[src/rtl/ddr_to_rgb.sv]
// Frame reader: pulls 64-word bursts of stored pixels from MCB read port p1
// and pushes them into the display-side pixel FIFO, one command in flight at a time.
module ddr_to_rgb #(
    parameter int          RGB_WIDTH        = 24,
    parameter int          DATA_COUNT_WIDTH = 11,
    parameter int          FIFO_DEPTH       = 2048,
    parameter int          PIXEL_COUNT      = 4096,
    parameter logic [29:0] BASE_ADDR        = 30'h0
) (
    input  logic                        clk,
    input  logic                        rst,
    input  logic                        c3_calib_done,
    input  logic                        frame_start,
    output logic                        frame_done,
    output logic                        busy,
    output logic                        error,
    output logic                        c3_p1_cmd_en,
    output logic [2:0]                  c3_p1_cmd_instr,
    output logic [5:0]                  c3_p1_cmd_bl,
    output logic [29:0]                 c3_p1_cmd_byte_addr,
    input  logic                        c3_p1_cmd_full,
    output logic                        c3_p1_rd_en,
    input  logic [31:0]                 c3_p1_rd_data,
    input  logic                        c3_p1_rd_empty,
    input  logic                        c3_p1_rd_overflow,
    input  logic                        c3_p1_rd_error,
    output logic [RGB_WIDTH-1:0]        fifo_data_in,
    output logic                        fifo_write_enable,
    input  logic [DATA_COUNT_WIDTH-1:0] fifo_wr_data_count,
    input  logic                        fifo_full,
    output logic [7:0]                  led
);

    localparam int BURSTS = PIXEL_COUNT / 64;
    localparam int BC_W   = $clog2(BURSTS + 1);
    localparam logic [BC_W-1:0] LAST_BURST = BC_W'(BURSTS);
    // Room for a whole burst plus two words of slack for the count's update lag.
    localparam logic [DATA_COUNT_WIDTH-1:0] SPACE_LIMIT = DATA_COUNT_WIDTH'(FIFO_DEPTH - 66);

    typedef enum logic [2:0] {
        WAIT_CALIB,
        IDLE,
        WAIT_SPACE,
        ISSUE,
        READ,
        CHECK
    } state_t;

    state_t          state;
    logic [29:0]     addr;
    logic [BC_W-1:0] burst_cnt;
    logic [6:0]      word_cnt;
    logic [7:0]      frame_cnt;
    logic            calib_q;
    logic            pop;
    logic            unused_rd_bits;

    assign unused_rd_bits = ^c3_p1_rd_data[31:RGB_WIDTH];

    assign c3_p1_cmd_instr = 3'b011;
    assign c3_p1_cmd_bl    = 6'd63;

    assign pop = (state == READ) && !c3_p1_rd_empty && (word_cnt < 7'd64) && !fifo_full;
    assign c3_p1_rd_en = pop;

    assign led = {frame_cnt[4:0], error, busy, calib_q};

    always_ff @(posedge clk) begin
        if (rst) begin
            state               <= WAIT_CALIB;
            addr                <= BASE_ADDR;
            burst_cnt           <= '0;
            word_cnt            <= '0;
            frame_cnt           <= '0;
            calib_q             <= 1'b0;
            busy                <= 1'b0;
            error               <= 1'b0;
            frame_done          <= 1'b0;
            c3_p1_cmd_en        <= 1'b0;
            c3_p1_cmd_byte_addr <= '0;
            fifo_write_enable   <= 1'b0;
            fifo_data_in        <= '0;
        end else begin
            c3_p1_cmd_en <= 1'b0;
            frame_done   <= 1'b0;
            calib_q      <= c3_calib_done;
            error        <= error | c3_p1_rd_overflow | c3_p1_rd_error;

            // pop -> push stage: the popped word lands in the pixel FIFO next cycle
            fifo_write_enable <= pop;
            if (pop) begin
                fifo_data_in <= c3_p1_rd_data[RGB_WIDTH-1:0];
            end

            case (state)
                WAIT_CALIB: begin
                    if (c3_calib_done) begin
                        state <= IDLE;
                    end
                end
                IDLE: begin
                    if (frame_start) begin
                        busy      <= 1'b1;
                        addr      <= BASE_ADDR;
                        burst_cnt <= '0;
                        state     <= WAIT_SPACE;
                    end
                end
                WAIT_SPACE: begin
                    if (fifo_wr_data_count <= SPACE_LIMIT) begin
                        state <= ISSUE;
                    end
                end
                ISSUE: begin
                    if (!c3_p1_cmd_full) begin
                        c3_p1_cmd_en        <= 1'b1;
                        c3_p1_cmd_byte_addr <= addr;
                        addr                <= addr + 30'd256;
                        state               <= READ;
                    end
                end
                READ: begin
                    if (pop) begin
                        if (word_cnt == 7'd63) begin
                            word_cnt  <= '0;
                            burst_cnt <= burst_cnt + 1'b1;
                            state     <= CHECK;
                        end else begin
                            word_cnt <= word_cnt + 7'd1;
                        end
                    end
                end
                CHECK: begin
                    if (burst_cnt == LAST_BURST) begin
                        frame_done <= 1'b1;
                        busy       <= 1'b0;
                        frame_cnt  <= frame_cnt + 8'd1;
                        state      <= IDLE;
                    end else begin
                        state <= WAIT_SPACE;
                    end
                end
                default: state <= WAIT_CALIB;
            endcase
        end
    end

endmodule

[config.mk]
export PLATFORM = sky130hd
export DESIGN_NAME = ddr_to_rgb
export DESIGN_NICKNAME = d
export VERILOG_FILES = /design/src/rtl/ddr_to_rgb.sv
export SDC_FILE = /design/constraint.sdc
export NUM_CORES = 1
export LEC_CHECK = 0
export ABC_AREA = 1
export CAP_MARGIN = 20
export CORE_MARGIN = 3
export CORE_UTILIZATION = 47
export CTS_CLUSTER_DIAMETER = 80
export CTS_CLUSTER_SIZE = 24
export DETAILED_ROUTE_END_ITERATION = 10
export PLACE_DENSITY = 0.86
export SETUP_SLACK_MARGIN = 0.05
export SLEW_MARGIN = 20
export SYNTH_ARGS = -nofsm -noshare
export SYNTH_HDL_FRONTEND = slang
export SYNTH_SLANG_ARGS = --single-unit
[constraint.sdc]
create_clock -name clk -period 1.6 [get_ports clk]
set_input_delay 0.16 -clock clk [delete_from_list [all_inputs] [get_ports clk]]
set_output_delay 0.16 -clock clk [all_outputs]
set_load 0.02 [all_outputs]
==> flow_summary.yaml, run 1 <==
clocking:
  cts_num_sinks: 96
  htree_levels: 3
  path_clk_slew_ns: 0.09
  cts_tree: "done"
  cts_buffer_depth: 2
  insertion_delay_ns: 0.35
  clock-root-buffer: "clkbuf_8"
  numCtsBuffers: 9
job:
  maxCapViolCount: 0
critical_path:
  cp_top_family: "simple AND/OR/NAND/NOR gates"
  path_cells: "nor2_2 -> nand2_2 -> nor2_4 -> buf_4 -> inv_2 -> nor2_2 -> nand2_1 -> nand2_1 -> nor3b_2"
  end_kind: "flip-flop"
  max_stage_delay_ns: 0.35
  crit_slowest_cell: "dfxtp_2"
  arrival_ns: 1.79
  worst-setup-path-type: "reg2reg"
  crit_buf_inv: 2
  cp.required_ns: 1.89
  crit_fanout: 7
  critPathLaunchType: "flip-flop"
global_route:
  antenna_found_initial: 0
  gr-usage-all-layers_pct: 20.8
  grt_pass1_wl_um: 17500
  grt_max_degree: 29
  grt_pass1_vias: 4000
  grt_remaining_overflow: 0
detailed_routing:
  post_drt_wl_per_cell_um: 13.3
  drtIter0Drc: 169
  firstDrtPassIters: 4
  vias_per_cell: 5.11
  num_vias: 4168
  wl_um: 10800
  drc: 0
  antenna_left: 0
place:
  io_buffer_count: 103
  placedCellCount: 795
  routabilityCongestion: 0.901
  dp.final_hpwl_um: 7610
cells_and_area:
  mostFrequentLayoutCell: "nor2_1"
  areaGrowthSynthToFinish_pct: 34.9
  final_cell_mix: "nor2_1 (116), clkdlybuf4s50_1 (97), nand2_1 (90)"
  drive_gt1_share_pct: 12.7
  instances_no_fill: 815
  n_fill_cell: 730
  n_antenna_cell: 0
  nNetsFinal: 759
timing:
  layout_min_cycle_time_ns: 1.51
  fin_skew_ns: 0.0115
  setup_viol: 0
  final_max_slew_viol_count: 0
  finalHoldViolCount: 0
  fin_crit_sh_pct: 94.1
  rsz0062_at_grt: "true"
  fmax_ghz: 0.664
  fin_setup_tns_ns: 0
die:
  core.rowCount: 34
  die_h_um: 101
  num_io_pins: 129
  die-area_sq_um: 10200
  start_util_pct: 48.5
  fp.dieW_um: 101
  core_sq_um: 8760
synth:
  yosysWarnings: 0
  syn_area_sq_um: 4250
  ys_seq_elements: 96
  yosysTopAreaCell: "dfxtp_1"
  synth_top_cell_area_share_pct: 45.2
  postSynthAreaPerCell_sq_um: 7.22
  synth.distinct_cells: 34
  netlist_instances: 589
  netlist_top_cells_area: "dfxtp_1 (45%), nor2_1 (11%), nand2_1 (8.5%)"
  synth-seq-area-share_pct: 45.2
power_and_ir_drop:
  powerDensity_nw_per_um2: 1110
  ir_drop_uv: 625
  finalPower_uw: 6380
  leakagePower_uw: 0.00237
status:
  status: "completed"
worst_hold_path:
  min_path_type: "in2reg"
[final cells by class]
cell class | count | area, sq um | area share [%]
Timing Repair Buffer | 126 | 1210 | 21.2
Clock inverter | 5 | 104 | 1.81
Inverter | 53 | 199 | 3.47
Multi-Input combinational cell | 416 | 2010 | 35.1
Tap cell | 108 | 135 | 2.36
Sequential cell | 96 | 1940 | 33.8
Clock buffer | 11 | 131 | 2.29
[registers in the layout (all words and copies together) (netlist names), 3 cells and up]
register / flops
state: 3
addr: 22
burst_cnt: 7
word_cnt: 7
c3_p1_cmd_byte_addr: 22
fifo_data_in: 24
frame_cnt: 5
[cell families after synthesis]
group	after synthesis	share of synthesized area [%]
other	2	0.177
adder cells (fa/ha/maj)	5	1.47
flip-flops	96	45.2
AO/OA/AOI/OAI	103	12.4
buffers and inverters	92	10.8
AND/OR/NAND/NOR	287	29.2
XOR/XNOR	4	0.824
[where the power goes]
group,leakage (uW),switching (uW),internal [uW],total [uW]
clock network,0.000118,826,1040,1870
registers,0.000781,142,2590,2740
logic,0.00147,1060,710,1770
[metal layers]
| layer | global-route usage (%) | vias to the layer above | wire, um |
|---|---|---|---|
| li1 | - | 2070 | - |
| met1 | 24.5 | 1915 | 4360 |
| met2 | 36.9 | 157 | 5550 |
| met3 | 3.67 | 26 | 678 |
| met4 | 8.38 | 0 | 235 |
| met5 | 0 | - | 0 |
[synthesized netlist by cell type, drive strengths merged]
cell type	instances
xnor2	1
a21oi	39
o21bai	1
clkbuf	8
inv	52
nor3	11
nand4	10
nor2	131
o21ai	63
nor3b	4
nand3	28
or2	1
nand2	101
clkinv	1
dfxtp	96
conb	2
ha	5
nand3b	1
xor2	3
buf	31
[worst paths after layout]
| check | slack [ns] | start | cells past startpoint | endpoint |
|---|---|---|---|---|
| worst max-delay path | 0.09 | state[0]$_SDFFE_PP0P_ | 9 | word_cnt[4]$_SDFFE_PP0P_ |
| worst min-delay path | 0.35 | c3_calib_done | 3 | calib_q$_SDFF_PP0_ |
| worst max register to register | 0.09 | state[0]$_SDFFE_PP0P_ | 9 | word_cnt[4]$_SDFFE_PP0P_ |
| worst min register to register | 0.48 | word_cnt[6]$_SDFFE_PP0P_ | 2 | word_cnt[6]$_SDFFE_PP0P_ |
[worst reg2reg max path, delay by kind of cell (launching register included)]
family | cells | cell delay, ns
buffers and inverters | 2 | 0.23
flip-flops | 1 | 0.35
AND/OR/NAND/NOR | 7 | 0.85
[stage by stage]
step	setup WS, ns	hold WS (ns)	util, %	instance area, sq um
4_1_cts	0.0336	0.351	64.2	5630
5_1_grt	-0.0237	0.377	65.4	5740
3_5_place_dp	-0.107	0.463	61.3	5370
2_1_floorplan	0.180	0.280	-	4310
3_3_place_gp	-0.135	0.459	61.3	5370
6_report	0.0949	0.351	65.4	5740
[repair_timing]
action                                 4_1_cts  5_1_grt
endpoints found under the hold margin        0        0
resized for setup                           10       43
cloned                                       0        1
pin swaps                                    0        4
setup endpoints to repair                    8       43
hold buffers                                 0        0
setup buffers                                2        1
(Power assumes the default switching activity.)
==> inputs of run 2 (changes only) <==
--- a/config.mk
+++ b/config.mk
@@ -7,14 +7,17 @@
 export LEC_CHECK = 0
 export ABC_AREA = 1
 export CAP_MARGIN = 20
+export CELL_PAD_IN_SITES_DETAIL_PLACEMENT = 0
+export CELL_PAD_IN_SITES_GLOBAL_PLACEMENT = 2
 export CORE_MARGIN = 3
-export CORE_UTILIZATION = 47
+export CORE_UTILIZATION = 25
 export CTS_CLUSTER_DIAMETER = 80
 export CTS_CLUSTER_SIZE = 24
 export DETAILED_ROUTE_END_ITERATION = 10
-export PLACE_DENSITY = 0.86
+export PLACE_DENSITY = 0.85
 export SETUP_SLACK_MARGIN = 0.05
 export SLEW_MARGIN = 20
 export SYNTH_ARGS = -nofsm -noshare
 export SYNTH_HDL_FRONTEND = slang
 export SYNTH_SLANG_ARGS = --single-unit
+export TNS_END_PERCENT = 100
==> flow_summary.yaml, run 2 (synthesis results as in run 1) <==
critical_path:
  end_kind: "output port"
  critPathLaunchType: "flip-flop"
  path_cells: "clkdlybuf4s50_1"
  arrival_ns: 1.33
  crit_slowest_cell: "clkdlybuf4s50_1"
  crit_buf_inv: 1
  path_depth: 1
  r2r_start: "word_cnt[1]$_SDFFE_PP0P_"
  crit_fanout: 3
  worst-setup-path-type: "reg2out"
  reg2reg_to: "burst_cnt[1]$_SDFFE_PP0P_"
  max_stage_delay_ns: 0.62
  r2r_slack_ns: 0.14
  r2r_cells: 9
  cp_top_family: "buffers and inverters"
  cp.required_ns: 1.44
detailed_routing:
  num_vias: 4040
  post_drt_wl_per_cell_um: 12.2
  drtIter0Drc: 125
  drc: 0
  vias_per_cell: 4.30
  antenna_left: 0
  wl_um: 11400
  firstDrtPassIters: 4
die:
  core.rowCount: 47
  core_sq_um: 16600
  die_h_um: 136
  fp.dieW_um: 136
  num_io_pins: 129
  start_util_pct: 25.6
  die-area_sq_um: 18600
worst_hold_path:
  worstHoldEndpoint: "calib_q$_SDFF_PP0_"
  min_path_cells: 3
  hp-start: "c3_calib_done"
  min_path_type: "in2reg"
timing:
  fin_skew_ns: 0.00841
  layout_min_cycle_time_ns: 1.49
  finalHoldViolCount: 0
  hold_slack_ns: 0.360
  rsz0062_at_grt: "true"
  final_max_slew_viol_count: 0
  fin_crit_sh_pct: 93.3
  fin_setup_tns_ns: 0
  setup_viol: 0
  fmax_ghz: 0.670
  setup_ws_ns: 0.107
cells_and_area:
  final_cell_mix: "nor2_1 (117), clkdlybuf4s50_1 (98), dfxtp_1 (90)"
  areaGrowthSynthToFinish_pct: 44.7
  top_register: "fifo_data_in"
  n_antenna_cell: 0
  reg_top3: "fifo_data_in (24), addr (22), c3_p1_cmd_byte_addr (22)"
  n_fill_cell: 1713
  mostFrequentLayoutCell: "nor2_1"
  multi_input_area_sq_um: 2060
  drive_gt1_share_pct: 14.6
  nNetsFinal: 771
  ff_latch_area_sq_um: 1930
  largest_reg_flops: 24
  instances_no_fill: 939
power_and_ir_drop:
  leakagePower_uw: 0.00248
  pwr-share-seq_pct: 39.4
  power.switching_uw: 2200
  swShare_pct: 31.9
  powerDensity_nw_per_um2: 1120
  finalPower_uw: 6910
  p_int_uw: 4710
  pwr-share-clk_pct: 32.0
  ir_drop_uv: 457
  p_comb_share_pct: 28.6
status:
  status: "completed"
clocking:
  clock-root-buffer: "clkbuf_16"
  path_clk_slew_ns: 0.07
  insertion_delay_ns: 0.34
  cts_buffer_depth: 2
  numCtsBuffers: 9
  cts_num_sinks: 96
  htree_levels: 3
  hold_buffers: 0
  cts_tree: "done"
global_route:
  gr-usage-all-layers_pct: 12.2
  antenna_found_initial: 0
  grt_pass1_wl_um: 18300
  grt_max_degree: 38
  grt_remaining_overflow: 0
  grt_pass1_vias: 3893
place:
  place_ws_ns: -0.265
  placedCellCount: 914
  routabilityCongestion: 0.781
  io_buffer_count: 103
  dp.final_hpwl_um: 8130
job:
  maxCapViolCount: 0
==> run 2: repair_timing <==
action                                  CTS  global route
setup buffers                             3             4
pin swaps                                 1             6
gates cloned                              0             2
endpoints found under the setup margin   18            36
resized for setup                        11            41
==> run 2: how the worst max path moves through the flow <==
stage                                          from                         to
after global routing           addr[9]$_SDFFE_PP0P_      addr[28]$_SDFFE_PP0P_
after global placement               c3_p1_rd_empty                c3_p1_rd_en
after CTS                  word_cnt[0]$_SDFFE_PP0P_  burst_cnt[5]$_SDFFE_PP0P_
after detailed placement                  fifo_full                c3_p1_rd_en
after floorplan                addr[8]$_SDFFE_PP0P_      addr[24]$_SDFFE_PP0P_
final                     frame_cnt[4]$_SDFFE_PP0P_                     led[7]
==> run 2: power by group through the flow <==
stage          logic [uW]  registers, uW  clock network [uW]
6_report             1980           2720                2210
3_3_place_gp         1710           2760                   0
2_1_floorplan         919           2880                   0
3_5_place_dp         1730           2760                   0
5_1_grt              2180           2750                2370
4_1_cts              1780           2710                2300
==> run 2: per-stage QoR <==
stage | util (%) | cell area, sq um
5_1_grt | 37.1 | 6150
3_5_place_dp | 33.8 | 5600
3_3_place_gp | 33.8 | 5600
6_report | 37.1 | 6150
2_1_floorplan | - | 4310
4_1_cts | 35.8 | 5940
==> run 2: area by class of cell <==
cell class,count,area share [%]
well taps,220,4.48
flip-flops and latches,96,31.4
clock buffers,10,3.89
inverters,53,3.30
multi-input cells,416,33.5
clock inverters,6,1.08
repair buffers,138,22.4
==> run 2: per-layer routing <==
metal / global-route usage [%] / share of wire (%) / up-vias
li1: - / - / 2098
met1: 15.6 / 46 / 1829
met2: 19.9 / 47 / 101
met3: 3.18 / 5.3 / 12
met4: 4.20 / 1.3 / 0
met5: 0 / 0 / -
==> inputs of run 3 (changes only) <==
--- a/config.mk
+++ b/config.mk
@@ -9,7 +9,6 @@
 export CAP_MARGIN = 20
 export CELL_PAD_IN_SITES_DETAIL_PLACEMENT = 0
 export CELL_PAD_IN_SITES_GLOBAL_PLACEMENT = 2
-export CORE_MARGIN = 3
 export CORE_UTILIZATION = 25
 export CTS_CLUSTER_DIAMETER = 80
 export CTS_CLUSTER_SIZE = 24
==> flow_summary.yaml, run 3 (synthesis results as in run 1) <==
critical_path:
  path_cells: "clkdlybuf4s50_1"
  cp.required_ns: 1.44
  worst-setup-path-type: "reg2out"
  critPathLaunchType: "flip-flop"
  arrival_ns: 1.33
  crit_buf_inv: 1
  crit_fanout: 3
  r2r_start: "addr[8]$_SDFFE_PP0P_"
  cp_top_family: "buffers and inverters"
  max_stage_delay_ns: 0.62
  r2r_cells: 9
  crit_start: "frame_cnt[4]$_SDFFE_PP0P_"
  path_depth: 1
  end_kind: "output port"
  crit_slowest_cell: "clkdlybuf4s50_1"
timing:
  fin_setup_tns_ns: 0
  fin_skew_ns: 0.00833
  fmax_ghz: 0.670
  setup_viol: 0
  layout_min_cycle_time_ns: 1.49
  finalHoldViolCount: 0
  fin_crit_sh_pct: 93.3
  final_max_slew_viol_count: 0
  rsz0062_at_grt: "false"
detailed_routing:
  num_vias: 4025
  vias_per_cell: 4.28
  drtIter0Drc: 144
  post_drt_wl_per_cell_um: 11.9
  antenna_left: 0
  firstDrtPassIters: 4
  drc: 0
  wl_um: 11200
job:
  maxCapViolCount: 0
cells_and_area:
  mostFrequentLayoutCell: "nor2_1"
  nNetsFinal: 773
  n_antenna_cell: 0
  largest_reg_flops: 24
  top_register: "fifo_data_in"
  drive_gt1_share_pct: 14.7
  reg_top3: "fifo_data_in (24), addr (22), c3_p1_cmd_byte_addr (22)"
  areaGrowthSynthToFinish_pct: 43.7
  final_cell_mix: "nor2_1 (114), clkdlybuf4s50_1 (98), nand2_1 (89), dfxtp_1 (89), o21ai_0 (55)"
place:
  io_buffer_count: 103
  routabilityCongestion: 0.799
  dp.final_hpwl_um: 7820
global_route:
  use_met2_pct: 20.3
  gr-usage-all-layers_pct: 12.9
  grt_pass1_wl_um: 18200
  met1_usage_pct: 16.2
  antenna_found_initial: 0
  gr-usage-met3_pct: 4.11
  grt_max_degree: 38
  grt_pass1_vias: 3792
  grt_remaining_overflow: 0
  gr-max-usage-layer: "met2"
power_and_ir_drop:
  leakagePower_uw: 0.00245
  ir_drop_uv: 541
  finalPower_uw: 6740
  powerDensity_nw_per_um2: 1100
status:
  status: "completed"
die:
  core.rowCount: 47
  die_h_um: 132
  core_sq_um: 16600
  start_util_pct: 25.6
  fp.dieW_um: 132
  num_io_pins: 129
  die-area_sq_um: 17500
clocking:
  clock-root-buffer: "clkbuf_16"
  cts_num_sinks: 96
  cts_tree: "done"
  path_clk_slew_ns: 0.07
  numCtsBuffers: 9
  hold_buffers: 0
  cts_buffer_depth: 2
  htree_levels: 3
  insertion_delay_ns: 0.35
worst_hold_path:
  min_path_type: "in2reg"
  min_path_cells: 3
  hp-start: "c3_calib_done"
==> run 3: tightest hold or removal path, stage by stage <==
cell             delay, ns
clkdlybuf4s50_1       0.40
inv_1                 0.07
nor2_1                0.04
==> run 3: area by class of cell <==
class                   instances  area (sq um)
clock buffers                   9           225
multi-input cells             416          2040
fillers                      1723         10500
clock inverters                 7          52.6
inverters                      53           203
repair buffers                140          1380
flip-flops and latches         96          1930
well taps                     220           275
==> run 3: timing repair <==
item / CTS / global route
setup endpoints to repair: 9 / 36
pin swaps: 0 / 7
gates cloned: 0 / 1
buffers inserted: 0 / 7
resized for setup: 9 / 42
==> run 3: power breakdown <==
part | internal [uW] | switching (uW) | total [uW]
Clock | 1070 | 1000 | 2080
Sequential | 2580 | 129 | 2710
Combinational | 858 | 1100 | 1950
Total | 4510 | 2230 | 6740
==> run 3: metal layers <==
metal,vias to the layer above,wire length [um]
li1,2104,-
met1,1828,5350
met2,82,5110
met3,11,579
met4,0,169
met5,-,0
==> run 3: path summary, 6_finish.rpt <==
path | endpoint | slack, ns
hold reg to reg | word_cnt[6]$_SDFFE_PP0P_ | 0.47
setup / recovery | led[7] | 0.11
setup reg to reg | addr[28]$_SDFFE_PP0P_ | 0.16
hold / removal | calib_q$_SDFF_PP0_ | 0.35
==> run 3: through the flow <==
stage | utilization (%) | worst slack (ns) | cells | cell area (sq um) | hold WS [ns]
after global routing | 36.8 | 0.0505 | 941 | 6110 | 0.356
after detailed placement | 34.0 | -0.217 | 917 | 5630 | 0.456
after floorplan | - | 0.180 | 604 | 4310 | 0.280
final | 36.8 | 0.107 | 941 | 6110 | 0.353
after global placement | 34.0 | -0.218 | 917 | 5630 | 0.453
after CTS | 35.7 | 0.0411 | 933 | 5920 | 0.340
